[config.mk]
export PLATFORM = sky130hd
export DESIGN_NAME = mem_access_ctrl
export DESIGN_NICKNAME = d
export VERILOG_FILES = /design/src/rtl/mem_access_ctrl_pkg.sv /design/src/rtl/mem_lane_align.sv /design/src/rtl/mem_access_ctrl.sv
export SDC_FILE = /design/constraint.sdc
export NUM_CORES = 1
export LEC_CHECK = 0
export ABC_AREA = 0
export CAP_MARGIN = 40
export CORE_UTILIZATION = 45
export CTS_CLUSTER_SIZE = 12
export DETAILED_ROUTE_END_ITERATION = 12
export GPL_ROUTABILITY_DRIVEN = 0
export PLACE_DENSITY = 0.78
export SLEW_MARGIN = 20
export SYNTH_ARGS = -nofsm -noshare
export SYNTH_HDL_FRONTEND = slang
export SYNTH_HIERARCHICAL = 1
export SYNTH_SLANG_ARGS = --single-unit
export TNS_END_PERCENT = 5
[constraint.sdc]
create_clock -name clk -period 4.2 [get_ports clk]
set_clock_uncertainty 0.1 [all_clocks]
set_input_delay 0.84 -clock clk [delete_from_list [all_inputs] [get_ports clk]]
set_output_delay 0.84 -clock clk [all_outputs]
set_load 0.02 [all_outputs]
[src/rtl/mem_access_ctrl_pkg.sv]
// Shared definitions for the memory access controller.
//   state_e         : controller FSM states
//   SIZE_*          : req_size encodings (SIZE_RSVD is rejected with rsp_err)
package mem_access_ctrl_pkg;

  typedef enum logic [1:0] {
    IDLE       = 2'd0,
    RD_ISSUE   = 2'd1,
    RD_CAPTURE = 2'd2,
    WR_ISSUE   = 2'd3
  } state_e;

  localparam logic [1:0] SIZE_BYTE = 2'b00;
  localparam logic [1:0] SIZE_HALF = 2'b01;
  localparam logic [1:0] SIZE_WORD = 2'b10;
  localparam logic [1:0] SIZE_RSVD = 2'b11;

endpackage

[src/rtl/mem_lane_align.sv]
// Little-endian lane handling for sub-word accesses (purely combinational).
//   size_i     : access size (SIZE_BYTE/HALF/WORD)
//   unsigned_i : 1 = zero-extend loads, 0 = sign-extend
//   off_i      : byte offset within the word (addr[1:0])
//   word_i     : 32-bit word read from memory
//   wdata_i    : right-aligned store data
//   load_o     : selected lane, extended to 32 bits
//   merge_o    : word_i with the store lane replaced by wdata_i
module mem_lane_align
  import mem_access_ctrl_pkg::*;
(
  input  logic [1:0]  size_i,
  input  logic        unsigned_i,
  input  logic [1:0]  off_i,
  input  logic [31:0] word_i,
  input  logic [31:0] wdata_i,
  output logic [31:0] load_o,
  output logic [31:0] merge_o
);

  logic [3:0][7:0] lanes;
  logic [3:0][7:0] merged;
  logic [7:0]      byte_v;
  logic [15:0]     half_v;

  always_comb begin
    lanes  = word_i;
    byte_v = lanes[off_i];
    // halfword ignores addr[0]; only addr[1] picks the half
    half_v = off_i[1] ? word_i[31:16] : word_i[15:0];
    case (size_i)
      SIZE_BYTE: load_o = {{24{~unsigned_i & byte_v[7]}}, byte_v};
      SIZE_HALF: load_o = {{16{~unsigned_i & half_v[15]}}, half_v};
      default:   load_o = word_i;
    endcase
  end

  always_comb begin
    merged = word_i;
    case (size_i)
      SIZE_BYTE: merged[off_i] = wdata_i[7:0];
      SIZE_HALF: begin
        merged[{off_i[1], 1'b0}] = wdata_i[7:0];
        merged[{off_i[1], 1'b1}] = wdata_i[15:8];
      end
      default:   merged = wdata_i;
    endcase
    merge_o = merged;
  end

endmodule

[src/rtl/mem_access_ctrl.sv]
// Core-to-SRAM access controller: byte/half/word loads and stores against a
// 32-bit memory with one-cycle registered read data. Sub-word stores are
// done as read-modify-write.
//   clk, rst (async, active-low)
//   req_*    : core request channel (valid/ready handshake)
//   rsp_*    : one-cycle response pulse with load data / error flag
//   mem_*    : registered memory interface (mem_dout is input)
// Optional: define MEM_ACCESS_MISALIGN_CHK_EN to reject misaligned half/word
// accesses with rsp_err instead of ignoring the low address bits.
module mem_access_ctrl
  import mem_access_ctrl_pkg::*;
#(
  parameter int ADDR_W = 10
) (
  input  logic              clk,
  input  logic              rst,
  input  logic              req_valid,
  output logic              req_ready,
  input  logic              req_we,
  input  logic [1:0]        req_size,
  input  logic              req_unsigned,
  input  logic [ADDR_W-1:0] req_addr,
  input  logic [31:0]       req_wdata,
  output logic              rsp_valid,
  output logic [31:0]       rsp_rdata,
  output logic              rsp_err,
  output logic              mem_ce,
  output logic              mem_wre,
  output logic [ADDR_W-3:0] mem_ad,
  output logic [31:0]       mem_din,
  input  logic [31:0]       mem_dout
);

  state_e            state_q, state_d;
  logic              we_q, we_d, uns_q, uns_d;
  logic [1:0]        size_q, size_d, off_q, off_d;
  logic [31:0]       wdata_q, wdata_d;
  logic              rsp_valid_q, rsp_valid_d, rsp_err_q, rsp_err_d;
  logic [31:0]       rsp_rdata_q, rsp_rdata_d;
  logic              mem_ce_q, mem_ce_d, mem_wre_q, mem_wre_d;
  logic [ADDR_W-3:0] mem_ad_q, mem_ad_d;
  logic [31:0]       mem_din_q, mem_din_d;
  logic              req_bad;
  logic [31:0]       load_data, merge_data;

  always_comb begin
    req_bad = (req_size == SIZE_RSVD);
`ifdef MEM_ACCESS_MISALIGN_CHK_EN
    if (req_size == SIZE_HALF && req_addr[0])          req_bad = 1'b1;
    if (req_size == SIZE_WORD && req_addr[1:0] != 2'b00) req_bad = 1'b1;
`endif
  end

  mem_lane_align u_align (
    .size_i     (size_q),
    .unsigned_i (uns_q),
    .off_i      (off_q),
    .word_i     (mem_dout),
    .wdata_i    (wdata_q),
    .load_o     (load_data),
    .merge_o    (merge_data)
  );

  always_comb begin
    state_d     = state_q;
    we_d        = we_q;
    size_d      = size_q;
    uns_d       = uns_q;
    off_d       = off_q;
    wdata_d     = wdata_q;
    rsp_valid_d = 1'b0;
    rsp_rdata_d = rsp_rdata_q;
    rsp_err_d   = rsp_err_q;
    mem_wre_d   = 1'b0;
    mem_ad_d    = mem_ad_q;
    mem_din_d   = mem_din_q;
    case (state_q)
      IDLE: if (req_valid) begin
        we_d    = req_we;
        size_d  = req_size;
        uns_d   = req_unsigned;
        off_d   = req_addr[1:0];
        wdata_d = req_wdata;
        if (req_bad) begin
          // rejected without touching memory; answer next cycle
          rsp_valid_d = 1'b1;
          rsp_err_d   = 1'b1;
          rsp_rdata_d = '0;
        end else if (req_we && req_size == SIZE_WORD) begin
          state_d   = WR_ISSUE;
          mem_ad_d  = req_addr[ADDR_W-1:2];
          mem_din_d = req_wdata;
          mem_wre_d = 1'b1;
        end else begin
          // loads and sub-word stores both start with a read
          state_d  = RD_ISSUE;
          mem_ad_d = req_addr[ADDR_W-1:2];
        end
      end
      RD_ISSUE: state_d = RD_CAPTURE;
      RD_CAPTURE: begin
        if (we_q) begin
          state_d   = WR_ISSUE;
          mem_din_d = merge_data;
          mem_wre_d = 1'b1;
        end else begin
          state_d     = IDLE;
          rsp_valid_d = 1'b1;
          rsp_err_d   = 1'b0;
          rsp_rdata_d = load_data;
        end
      end
      WR_ISSUE: begin
        state_d     = IDLE;
        rsp_valid_d = 1'b1;
        rsp_err_d   = 1'b0;
        rsp_rdata_d = '0;
      end
      default: state_d = IDLE;
    endcase
    // registered so mem_ce tracks the state the FSM is entering
    mem_ce_d = (state_d != IDLE);
  end

  always_ff @(posedge clk or negedge rst) begin
    if (!rst) begin
      state_q     <= IDLE;
      we_q        <= 1'b0;
      size_q      <= SIZE_BYTE;
      uns_q       <= 1'b0;
      off_q       <= '0;
      wdata_q     <= '0;
      rsp_valid_q <= 1'b0;
      rsp_rdata_q <= '0;
      rsp_err_q   <= 1'b0;
      mem_ce_q    <= 1'b0;
      mem_wre_q   <= 1'b0;
      mem_ad_q    <= '0;
      mem_din_q   <= '0;
    end else begin
      state_q     <= state_d;
      we_q        <= we_d;
      size_q      <= size_d;
      uns_q       <= uns_d;
      off_q       <= off_d;
      wdata_q     <= wdata_d;
      rsp_valid_q <= rsp_valid_d;
      rsp_rdata_q <= rsp_rdata_d;
      rsp_err_q   <= rsp_err_d;
      mem_ce_q    <= mem_ce_d;
      mem_wre_q   <= mem_wre_d;
      mem_ad_q    <= mem_ad_d;
      mem_din_q   <= mem_din_d;
    end
  end

  assign req_ready = (state_q == IDLE);
  assign rsp_valid = rsp_valid_q;
  assign rsp_rdata = rsp_rdata_q;
  assign rsp_err   = rsp_err_q;
  assign mem_ce    = mem_ce_q;
  assign mem_wre   = mem_wre_q;
  assign mem_ad    = mem_ad_q;
  assign mem_din   = mem_din_q;

endmodule

Yosys cells after proc, flatten, opt, wreduce, memory -nomap -nowiden
Cells that the tools add are included.
- register bits after elaboration: 116
- output and inout port bits: 77
- input bits: 81
- reduce and logical (&&, ||, !) cells: 13
- bitwise logic cells: 4
- multiplexer cells: 41
- equal/unequal tests: 12
- $lt $le $gt $ge: 6
- operator list (cell ; count):
    $mux 32 ; 7
    $pmux 32 s2 ; 3
    $bwmux 32 ; 3
    $pmux 32 s3 ; 1
    $mux 8 ; 4
    $bmux 8 s2 ; 1
    $demux 8 s1 ; 2
    $demux 8 s2 ; 1
    $mux 16 ; 1
    $mux 1 ; 10
    $lt 2x3->1 const B ; 3
    $eq 2x2->1 const B ; 4
    $mux 2 ; 4
    $ne 2x2->1 const B ; 4
    $pmux 2 s4 ; 1
    $ge 2x1->1 const B ; 3
    $pmux 1 s3 ; 2
    $reduce_and 5->1 ; 1
    $eq 2x1->1 const B ; 2
    $logic_and 1x1->1 ; 4
    $logic_not 2->1 ; 2
    $ne 2x1->1 const B ; 2
    $reduce_and 4->1 ; 1
    $reduce_bool 2->1 ; 2
    other kinds (6) ; 8

Logic depth before layout (Yosys ltp)
- depth after elaboration: 9
- mapped depth: 7

Modules after synthesis
Netlist, hierarchy kept.
- by module, submodules not included (module ; times used ; cells each ; area an instance (um^2)):
    mem_access_ctrl ; 1 ; 299 ; 4519.3
    mem_lane_align ; 1 ; 213 ; 1481.4

Least setup slack after synthesis
No wires, ideal clock.
- path kind: input to register
- start point: input req_valid
- end point: register mem_din_q[23] (netlist: mem_din[23])
- path buffers: 3
- stages: 6
- slack: 1.812 ns
- required time: 3.977 ns
- arrival: 2.165 ns
- cell sequence: or3b_1 -> buf_6 -> or3_1 -> buf_6 -> buf_6 -> o221a_1
- longest elaborated chain between the ends: 2
- ends and longest elaborated chain (element ; line ; text):
    from (decl) ; mem_access_ctrl.sv:17 ; input logic req_valid,
    $ne 2x2->1 (no source line) ; n/a ;
    $reduce_and 5->1 (no source line) ; n/a ;
    to (signal assigned) ; mem_access_ctrl.sv:153 ; mem_din_q <= mem_din_d;
    to (decl) ; mem_access_ctrl.sv:42 ; logic [31:0] mem_din_q, mem_din_d;
Every way passes these cells.
A chain may end at the register's enable or synchronous reset.

Final worst setup path
- start point: input req_valid
- end point: register mem_din_q[1] (netlist: mem_din[1])
The elaborated chain is that of the path after synthesis.

==> summary.md <==
| Metric | Value |
|---|---|
| Status | finished clean |
| M3 GR Usage | 5.14% |
| Clock sinks | 116 |
| Setup TNS | 0 ns |
| Layout net count | 734 |
| Worst vdd ir | 380 uV |
| Clock power share | 22.3% |
| CTS Buffer Depth | 2 |
| DIE WIDTH | 117 microns |
| Clock buffer count from CTS | 17 |
| Hold Slack | 0.380 ns |
| Antenna violations before repair | 0 |
| GRT Overall Usage | 26.0% |
| Final wirelength | 17900 microns |
| Avg WL per Cell | 21.4 microns |
| 1st-iter DRT viols | 504 |
| Hpwl dp | 12300 microns |
| Number of inserted diodes | 0 |
| MaxCap Viol Count | 0 |
| Met2 Track Usage GR | 40.5% |
| Switch share | 37.7% |
| Startpoint types | input port |
| Share of the synthesized area in the top cell type | 48.4% |
| #FFs+latches synth | 116 |
| Sequential Power Share | 30.4% |
| Pint | 4.45 mW |
| # hold bufs at CTS | 0 |
| Netlist cell types | 46 |
| Max frequency | 354 MHz |
| CP endpoint kind | flop |
| Routed Antenna Nets | 0 |
| Starting Density | 46.8% |
| CP Data Arrival Time | 3.02 ns |
| Crit path kind | in2reg |
| Asr flop ratio synth | 100% |
| Grt ovf | 0 |
| Hold violation total from the final report | 0 |
| Tcrit/Tclk final | 67.2% |
| GR peak layer | met2 |
| Post-CTS Setup Bufs | 0 |
| First-pass GRT wire length | 27800 microns |
| Synth warn | 6 |
| Remaining DRCs | 0 |
| Layout cells sized above 1 | 23.4% |
| Pleak | 3.31 nW |
| HP Class | in2async |
| R2r endpoint | rsp_rdata[14] |
| Commonest cells in the netlist | 116 x dfrtp_1, 56 x mux2_2, 41 x or2_2, 38 x nand2_1, 32 x a22o_1 |
| Core region area | 0.0128 sq mm |
| Final Max Slew Viols | 0 |
| Syn_area_per_cell | 11.7 sq um |
| Seq/Total Area, Yosys | 48.4% |
| Cell Area, Synth | 0.00600 sq mm |
| # rows | 41 |
| Post-synth net total | 593 |
| Max-slew headroom | 32.0% |
| Critical path origin | req_valid |
| Post-CTS sizing | 0 |
| Final Critical Period | 2.82 ns |
| Total power | 7.14 mW |
| Die Span Y | 117 microns |
| Synth Instances | 512 |
| Worst setup margin | 1.38 ns |
| H-tree level count | 4 |
| Final setup vio count | 0 |
| Unrepaired setup endpoints after global routing | no |
| Reg2reg setup slack | 1.52 ns |
| Via count | 5122 |
| Synthesis-to-finish area growth | 37.8% |
| Dominant synthesized flop cell | dfrtp_1 |
| Gate power share | 47.3% |
| CTS tree | yes |
| Via density | 6.11 |
| CTS Root Cell | clkbuf_16 |
| Count leader, synth | dfrtp_1 |
| Top post-synthesis cells by area | dfrtp_1 48%, mux2_2 11%, o221a_1 5.4% |
| Clock transition at path regs | 0.05 ns |
| Met1 usage | 35.4% |
| Pin count of the biggest net entering global routing | 65 |
| Worst EP required | 4.40 ns |
| Pwr dens | 864 mW/mm^2 |
| Die ar. | 0.0138 sq mm |
| Worst r2r src | off_q[1] |
| Port Buffer Count | 157 |
| Area leader, netlist | dfrtp_1 |
| Worst skew pair latency | 0.41 ns |
| Worst Path Max Fanout | 36 |
| Core Util, Final | 64.5% |
| Vias in the first global route | 4982 |
| Pre-CTS WS | 0.972 ns |
| Worst-Margin Slew | 1.02 ns |
| P_sw | 2.69 mW |
| Pre-Repair DR Iteration Count | 5 |
| I/O pins | 158 |
| Number of flops mapped to enable cells by yosys | 0 |
| Worst R2R Path Depth | 5 |
-- per-stage QoR --
| step | instance area, sq um | instances |
|---|---|---|
| 2_1_floorplan | 6000 | 512 |
| 3_3_place_gp | 7610 | 805 |
| 3_5_place_dp | 7610 | 805 |
| 4_1_cts | 8260 | 837 |
| 5_1_grt | 8270 | 838 |
| 6_report | 8270 | 838 |
-- kinds of logic after synthesis --
family | share of synthesized area (%)
muxes | 11.7
and+or+nand+nor | 12.4
DFF | 48.4
buffers and inverters | 4.67
AOI/OAI and AO/OA | 22.9
-- registers in the layout, summed over array words and instances, names as in the netlist --
signal	cells
wdata_q	32
off_q	2
size_q	2
rsp_valid	1
state_q	2
uns_q	1
mem_wre	1
we_q	1
mem_ad	8
mem_ce	1
rsp_rdata	32
mem_din	32
rsp_err	1
-- power by group through the flow --
stage | logic, mW | registers, mW | clock network [mW]
floorplan | 1.92 | 2.34 | 0
global placement | 3.24 | 2.15 | 0
detailed placement | 3.31 | 2.16 | 0
CTS | 3.35 | 2.16 | 1.60
global route | 3.57 | 2.23 | 1.65
finish | 3.38 | 2.17 | 1.59
-- routing by layer --
layer / wire length (microns) / up-vias
met1: 7870 / 2542
met3: 1190 / 44
met2: 8320 / 276
met5: 0 / -
met4: 543 / 0
li1: - / 2260
-- worst max-delay path by stage --
| stage | slack (ns) | end |
|---|---|---|
| after floorplan | 1.81 | mem_din[23] |
| after global placement | 1.01 | mem_din[0] |
| after detailed placement | 0.97 | mem_din[31] |
| after CTS | 1.40 | mem_din[1] |
| after global routing | 1.29 | mem_din[1] |
| final | 1.38 | mem_din[1] |
-- layout make-up --
type | instances | area [sq um]
clock buffers | 19 | 443
clock inverters | 13 | 206
fillers | 970 | 4550
inverters | 3 | 13.8
multi-input cells | 347 | 2830
flip-flops and latches | 116 | 2900
well taps | 172 | 215
repair buffers | 168 | 1660
-- worst max-delay path, cell delays in order --
cell and delay, ns:
clkdlybuf4s50_1 0.48, or3b_1 0.35, buf_4 0.28, or3_1 0.45, buf_4 0.27, o221a_2 0.31
-- cell usage in the layout (no fill, tap or decap), types with 3 or more instances in the layout --
cell,instances
clkdlybuf4s50_1,156
dfrtp_1,116
mux2_2,56
or2_2,41
nand2_1,38
a22o_1,32
o221a_1,29
a221o_1,23
o211ai_1,18
clkbuf_16,17
and2_1,16
nand3b_1,11
buf_4,11
nor2_1,10
a22oi_1,8
a21oi_1,8
o22ai_1,8
o31ai_1,8
o221ai_1,7
mux2i_1,7
bufinv_16,5
clkinvlp_4,5
o221a_2,3
Power figures use the tool's default switching activity.
